**src/rtl/delay_ram_write_arbiter.sv**
```systemverilog
// delay_ram_write_arbiter
//   Merges four per-channel delay-RAM write streams onto the single write port
//   of a unified 4 x 2^ADDR_W delay RAM addressed {channel, wave ID}.
//   Each channel owns a one-entry holding slot; a round-robin arbiter drains
//   pending slots whenever the RAM port reports ready.
//
// Ports
//   I_clk_10M                 system clock
//   I_rst                     synchronous active-high reset
//   I_WEA_RAMn                per-channel write strobe (one write per high cycle)
//   I_WRITE_ADDR_RAMn         per-channel wave ID
//   I_WRITE_DELAY_RAMn        per-channel delay word
//   I_RAM_READY               shared port may accept a write this cycle
//   I_OVF_CLR                 clears the sticky overflow flags
//   O_WEA                     one-cycle write pulse to the shared RAM
//   O_WRITE_ADDR              {channel[1:0], wave ID}
//   O_WRITE_DELAY             write data
//   O_OVF                     sticky per-channel overflow, bit0 = RAM1
//   O_BUSY                    at least one slot pending
module delay_ram_write_arbiter #(
  parameter int unsigned ADDR_W = 11,
  parameter int unsigned DATA_W = 24
) (
  input  logic              I_clk_10M,
  input  logic              I_rst,
  input  logic              I_WEA_RAM1,
  input  logic              I_WEA_RAM2,
  input  logic              I_WEA_RAM3,
  input  logic              I_WEA_RAM4,
  input  logic [ADDR_W-1:0] I_WRITE_ADDR_RAM1,
  input  logic [ADDR_W-1:0] I_WRITE_ADDR_RAM2,
  input  logic [ADDR_W-1:0] I_WRITE_ADDR_RAM3,
  input  logic [ADDR_W-1:0] I_WRITE_ADDR_RAM4,
  input  logic [DATA_W-1:0] I_WRITE_DELAY_RAM1,
  input  logic [DATA_W-1:0] I_WRITE_DELAY_RAM2,
  input  logic [DATA_W-1:0] I_WRITE_DELAY_RAM3,
  input  logic [DATA_W-1:0] I_WRITE_DELAY_RAM4,
  input  logic              I_RAM_READY,
  input  logic              I_OVF_CLR,
  output logic              O_WEA,
  output logic [ADDR_W+1:0] O_WRITE_ADDR,
  output logic [DATA_W-1:0] O_WRITE_DELAY,
  output logic [3:0]        O_OVF,
  output logic              O_BUSY
);

  typedef enum logic {StEmpty, StFull} slot_st_e;

  logic [3:0]        wea_in;
  logic [ADDR_W-1:0] addr_in [4];
  logic [DATA_W-1:0] data_in [4];

  assign wea_in     = {I_WEA_RAM4, I_WEA_RAM3, I_WEA_RAM2, I_WEA_RAM1};
  assign addr_in[0] = I_WRITE_ADDR_RAM1;
  assign addr_in[1] = I_WRITE_ADDR_RAM2;
  assign addr_in[2] = I_WRITE_ADDR_RAM3;
  assign addr_in[3] = I_WRITE_ADDR_RAM4;
  assign data_in[0] = I_WRITE_DELAY_RAM1;
  assign data_in[1] = I_WRITE_DELAY_RAM2;
  assign data_in[2] = I_WRITE_DELAY_RAM3;
  assign data_in[3] = I_WRITE_DELAY_RAM4;

  slot_st_e          slot_st_q   [4];
  slot_st_e          slot_st_d   [4];
  logic [ADDR_W-1:0] slot_addr_q [4];
  logic [ADDR_W-1:0] slot_addr_d [4];
  logic [DATA_W-1:0] slot_data_q [4];
  logic [DATA_W-1:0] slot_data_d [4];

  logic [1:0]        last_grant_q, last_grant_d;
  logic [3:0]        ovf_q, ovf_d;
  logic              wea_q, wea_d;
  logic [ADDR_W+1:0] addr_out_q, addr_out_d;
  logic [DATA_W-1:0] data_out_q, data_out_d;
  logic              busy_q, busy_d;

  logic [3:0] pending;
  logic       grant_vld;
  logic [1:0] grant_ch;
  logic [3:0] grant_oh;
  logic [1:0] cand;

  always_comb begin
    for (int n = 0; n < 4; n++) begin
      pending[n] = (slot_st_q[n] == StFull);
    end
  end

  // Round-robin search starting one past the last granted channel.
  always_comb begin
    grant_vld = 1'b0;
    grant_ch  = last_grant_q;
    grant_oh  = '0;
    cand      = '0;
    if (I_RAM_READY) begin
      for (int k = 1; k <= 4; k++) begin
        cand = last_grant_q + 2'(k);
        if (!grant_vld && pending[cand]) begin
          grant_vld = 1'b1;
          grant_ch  = cand;
        end
      end
    end
    if (grant_vld) begin
      grant_oh[grant_ch] = 1'b1;
    end
  end

  // A granted slot is free to take a new write in the same cycle (refill).
  always_comb begin
    ovf_d = ovf_q & ~{4{I_OVF_CLR}};
    for (int n = 0; n < 4; n++) begin
      slot_st_d[n]   = slot_st_q[n];
      slot_addr_d[n] = slot_addr_q[n];
      slot_data_d[n] = slot_data_q[n];
      if (wea_in[n]) begin
        if (slot_st_q[n] == StEmpty || grant_oh[n]) begin
          slot_st_d[n]   = StFull;
          slot_addr_d[n] = addr_in[n];
          slot_data_d[n] = data_in[n];
        end else begin
          ovf_d[n] = 1'b1;  // set wins over a simultaneous clear
        end
      end else if (grant_oh[n]) begin
        slot_st_d[n] = StEmpty;
      end
    end
  end

  always_comb begin
    last_grant_d = last_grant_q;
    wea_d        = grant_vld;
    addr_out_d   = addr_out_q;
    data_out_d   = data_out_q;
    busy_d       = 1'b0;
    if (grant_vld) begin
      last_grant_d = grant_ch;
      addr_out_d   = {grant_ch, slot_addr_q[grant_ch]};
      data_out_d   = slot_data_q[grant_ch];
    end
    for (int n = 0; n < 4; n++) begin
      if (slot_st_d[n] == StFull) begin
        busy_d = 1'b1;
      end
    end
  end

  always_ff @(posedge I_clk_10M) begin
    if (I_rst) begin
      for (int n = 0; n < 4; n++) begin
        slot_st_q[n]   <= StEmpty;
        slot_addr_q[n] <= '0;
        slot_data_q[n] <= '0;
      end
      last_grant_q <= 2'd3;  // ch0 wins the first arbitration
      ovf_q        <= '0;
      wea_q        <= 1'b0;
      addr_out_q   <= '0;
      data_out_q   <= '0;
      busy_q       <= 1'b0;
    end else begin
      for (int n = 0; n < 4; n++) begin
        slot_st_q[n]   <= slot_st_d[n];
        slot_addr_q[n] <= slot_addr_d[n];
        slot_data_q[n] <= slot_data_d[n];
      end
      last_grant_q <= last_grant_d;
      ovf_q        <= ovf_d;
      wea_q        <= wea_d;
      addr_out_q   <= addr_out_d;
      data_out_q   <= data_out_d;
      busy_q       <= busy_d;
    end
  end

  assign O_WEA         = wea_q;
  assign O_WRITE_ADDR  = addr_out_q;
  assign O_WRITE_DELAY = data_out_q;
  assign O_OVF         = ovf_q;
  assign O_BUSY        = busy_q;

endmodule
```
**config.mk**
```make
export PLATFORM = sky130hd
export DESIGN_NAME = delay_ram_write_arbiter
export DESIGN_NICKNAME = d
export VERILOG_FILES = /design/src/rtl/delay_ram_write_arbiter.sv
export SDC_FILE = /design/constraint.sdc
export NUM_CORES = 1
export LEC_CHECK = 0
export BUFFER_PORTS_ARGS = -buffer_cell sky130_fd_sc_hd__buf_2
export CAP_MARGIN = 10
export CORE_UTILIZATION = 43
export DETAILED_ROUTE_END_ITERATION = 12
export PLACE_DENSITY = 0.64
export SKIP_CTS_REPAIR_TIMING = 1
export SLEW_MARGIN = 20
export SYNTH_ARGS = -nofsm -noshare
export SYNTH_HDL_FRONTEND = slang
export SYNTH_SLANG_ARGS = --single-unit
```
**constraint.sdc**
```tcl
create_clock -name I_clk_10M -period 10.65 [get_ports I_clk_10M]
set_clock_uncertainty 0.15 [all_clocks]
set_input_delay 0 -clock I_clk_10M [delete_from_list [all_inputs] [get_ports I_clk_10M]]
set_output_delay 0 -clock I_clk_10M [all_outputs]
set_load 0.03 [all_outputs]
```
== Word-level counts from Yosys, hierarchy flattened ==
Memories as Yosys holds them, arrays and structs flattened. A register that Yosys moved wholly into a read port is not among the register bits.
Index checks and enable logic that the tools add are counted.

* $add $sub $neg: 3
* Magnitude comparators: 6
* Equality and inequality tests: 8
* Mux-type cells: 79
* Bitwise gates (word level): 18
* Reductions and logical operators: 15

{| class="wikitable"
|+ Operators with widths
! cell !! count
|-
| 24-bit two-way mux || 12
|-
| 11-bit two-way mux || 12
|-
| 1-bit two-way mux || 44
|-
| 2-bit by 3-bit < comparator with 1-bit output (second input constant) || 5
|-
| 1-bit OR || 12
|-
| 3-bit AND reduction || 4
|-
| 2-bit two-way mux || 5
|-
| 1-bit binary-select mux with 2-bit select || 4
|-
| 2-bit inequality test (second input constant) || 4
|-
| 2-bit adder (second input constant) || 2
|-
| 4-bit AND || 1
|-
| 1-bit logical AND || 4
|-
| 1-bit logical OR || 4
|-
| 4-bit two-way mux || 1
|-
| 1-bit inequality test (second input constant) || 4
|-
| 1-bit inverter || 4
|-
| 4-bit inverter || 1
|-
| 1-bit zero test || 3
|-
| 2-bit by 1-bit adder with 2-bit output (second input constant) || 1
|-
| 1-bit demux with 2-bit select || 1
|-
| 2-bit by 1-bit greater-or-equal comparator with 1-bit output (second input constant) || 1
|}

* Flip-flop bits (word level): 21
* RAM bits: 144
* Input port bits: 148
* Output and inout port bits: 43
* Logic and storage cells: 137
* Memories kept: 3

{| class="wikitable"
|+ Memory list
! name !! words !! width !! read ports !! clocked after memory_dff !! wr ports !! line !! text
|-
| slot_data_q || 4 || 24 || 1 || 1 || 4 || 67 || <nowiki>logic [DATA_W-1:0] slot_data_q [4];</nowiki>
|-
| slot_addr_q || 4 || 11 || 1 || 1 || 4 || 65 || <nowiki>logic [ADDR_W-1:0] slot_addr_q [4];</nowiki>
|-
| slot_st_q || 4 || 1 || 4 || 0 || 4 || 63 || <nowiki>slot_st_e slot_st_q [4];</nowiki>
|}

== Longest topological paths before layout ==
* Word-level depth: 29
* Gate-level depth with buffers: 10
* Depth with buffers taken out: 6

== Worst setup path before layout ==
No wires, ideal clock.

* Kind: reg2reg
* From: memory slot_st_q[1] (netlist name)
* To: memory slot_addr_q[0][0] (enable)
* Data arrival time: 3,094 ps
* Data required time: 10,065 ps
* Path slack: 6,971 ps
* Cell stages (with the launch flop): 7
* Path buffers: 1
* Clock period less this slack: 3,679 ps
* Cell sequence: dfxtp_1 buf_6 nor2b_1 a21o_1 o21a_4 o41a_1 o21bai_1

{| class="wikitable"
|+ RTL lines
! what !! line
|-
| from (decl) || 63
|-
| to (decl) || 65
|}

==> results.md <==
* Outcome: finished clean
* Clk buf depth at 2
* HP Start: I_rst
* Worst VDD drop at 0.103 mV
* WHS Path Cells at 3
* Routed len/inst at 18.1 um
* Reg2Reg Setup Slack at 7130 ps
* Die height at 143 um
* Skew-Pair Late Insertion Delay at 430 ps
* Most frequent cells in the layout: 190 x buf_2, 147 x dlygate4sd3_1, 140 x edfxtp_1
* Max Slew Vio Count at 0
* Inserted Diodes at 0
* # DRC at 0
* Post-synthesis sequential area ratio at 0.610
* Synth area leaders: edfxtp_1 49%, dfxtp_1 12%, and2_1 7.7%
* Crit share post-route at 0.331
* Clk slew on worst S/H paths at 60 ps
* Worst Tran Pin Value at 1040 ps
* Starting Density at 0.438
* Crit path capture type: flop
* Synth Warn # at 0
* Synth unique cells at 45
* Post-DP HPWL at 14.2 mm
* Critical Path Start Type: flop
* Yosys top cell area share at 0.494
* Min Hold Slack at 82.3 ps
* Worst path slowest cell: o21ai_4
* WP buf/inv at 1
* Iter 0 DRT Violations at 367
* Maximum clock rate at 0.284 GHz
* Setup TNS at 0 ps
* Critical Path Source: slot_st_q[1]
* DR pass1 iterations at 5
* H-Tree Depth at 4
* RSZ-0062 raised after global routing: false
* Fin. Hold Viols at 0
* Mapped Area at 8500 sq um
* R2R depth at 7
* FP Rows at 51
* Fin crit period at 3520 ps
* Slowest stage delay, CP at 730 ps
* Synth async-reset ratio at 0
* Root Driver: clkbuf_16
* Most common cell after layout, fill and taps aside: buf_2
* Fin nets at 1,142
* Final setup fails at 0
* Slew Limit Headroom at 0.304
* Post-synthesis cell count at 680
* Crit-path cells: nor2b_1, a21o_1, o21ai_4, nand2_2, buf_4, o21ai_1, a21o_2
* Vias in the first global route at 5,813
* Seq cells post-synth at 189
* Total gr overflow at 0
* Top FF cell, synth: edfxtp_1
* Area leader, netlist: edfxtp_1
* Fin worst setup slack at 7130 ps
* Reg2reg start: slot_st_q[1]
* Vias at 6,428
* Syn Area/Cell at 12.5 sq um
* Max FO, Critical Path at 38
* Crit Path Class: reg -> reg
* CTS tree: built
* First-pass GRT wire length at 31.7 mm
* EDFF count, synth at 140
* Tightest Hold Check Type: in -> reg
* Crit. path cell count at 7
* DP Worst Slack at 7080 ps
* WP data arrival at 3420 ps
* Syn nets at 828
* Sink Count at 189
* Largest net degree at the start of global routing at 58
* Leak pwr at 4.74 nW
* TritonCTS buffer count at 17
* Share of layout cells above drive strength 1 at 0.277
* Die width at 143 um
* GRT Total Usage at 0.214
* Delay-heaviest family, CP: compound AO/OA/AOI/OAI gates
* PortBufs at 190
* Pwr Density at 155 nW/um^2
* Vias per Instance at 5.05
* Die ar. at 20,300 sq um
* GPL Wtd Cong at 0.815
* Area grow syn2layout at 38.7%
* Core ar. at 19,400 sq um
* Max-Cap Viols at 0
* Final WL at 23.0 mm
* Required time worst endpoint at 10,550 ps
* # IOs at 191
* Antenna Nets Post-Route at 0
* Initial antenna violation count at 1
==> through the flow <==
step	util	std cells	instance area, sq um	power [mW]
after floorplan	-	680	8500	1.06
after global placement	0.496	1088	9630	1.14
after detailed placement	0.498	1090	9660	1.15
after CTS	0.529	1122	10300	1.80
after global routing	0.608	1272	11800	1.90
final	0.608	1272	11800	1.83
==> final timing paths <==
path / end
worst max-delay path: slot_data_q[2][14]
worst min-delay path: O_WRITE_ADDR[12]
worst max register to register: slot_data_q[2][14]
worst min register to register: O_WRITE_ADDR[11]
==> worst reg2reg max path, cell delays in order, from the launching register on <==
cell and delay [ps]:
dfxtp_1 380, nor2b_1 180, a21o_1 230, o21ai_4 730, nand2_2 90, buf_4 330
o21ai_1 330, a21o_2 720
==> sequential cells by signal (all words and copies together) (netlist names) <==
| register | cells |
|---|---|
| O_WEA | 1 |
| last_grant_q | 2 |
| slot_st_q | 4 |
| O_OVF | 4 |
| O_WRITE_ADDR | 13 |
| slot_addr_q | 44 |
| O_BUSY | 1 |
| O_WRITE_DELAY | 24 |
| slot_data_q | 96 |
==> metal layers <==
metal,up-vias,track usage,share of wire
met5,-,0,0
met4,0,0.0832,0.020
met3,33,0.0416,0.038
met2,180,0.352,0.51
met1,3095,0.278,0.44
li1,3120,-,-
==> cells in the mapped netlist, types with 8 or more instances <==
| cell type | number |
|---|---|
| edfxtp_1 | 140 |
| and2_1 | 105 |
| dfxtp_1 | 49 |
| nand2_1 | 41 |
| a21o_1 | 38 |
| o21ai_0 | 38 |
| nand3_1 | 37 |
| o211ai_1 | 36 |
| mux2i_1 | 35 |
| clkbuf_1 | 32 |
| nor4b_2 | 30 |
| nor2_1 | 15 |
| nor2b_1 | 9 |
| a21oi_1 | 8 |
==> report_power, final <==
group	leakage [nW]	total (mW)	switching, mW	internal (mW)
Sequential	1.92	0.885	0.0255	0.859
Combinational	2.54	0.293	0.167	0.126
Clock	0.288	0.652	0.276	0.375
Total	4.74	1.83	0.469	1.36
==> cells by family (layout without fill, tap and decap cells) <==
group                  count (synthesis)  in the layout  synth area share
DFF                                  189            189             0.610
and+or+nand+nor                      261            261             0.205
buffers and inverters                 57            384            0.0337
muxes                                 35             35            0.0412
AOI/OAI and AO/OA                    138            138             0.110
==> layout make-up <==
| cell class | count | area, sq um |
|---|---|---|
| multi-input cells | 434 | 3110 |
| inverters | 6 | 22.5 |
| well taps | 265 | 332 |
| repair buffers | 346 | 2540 |
| flip-flops and latches | 189 | 5180 |
| clock buffers | 18 | 439 |
| fillers | 1576 | 7600 |
| clock inverters | 14 | 165 |
Note: power is estimated with default switching activity, not from simulation.
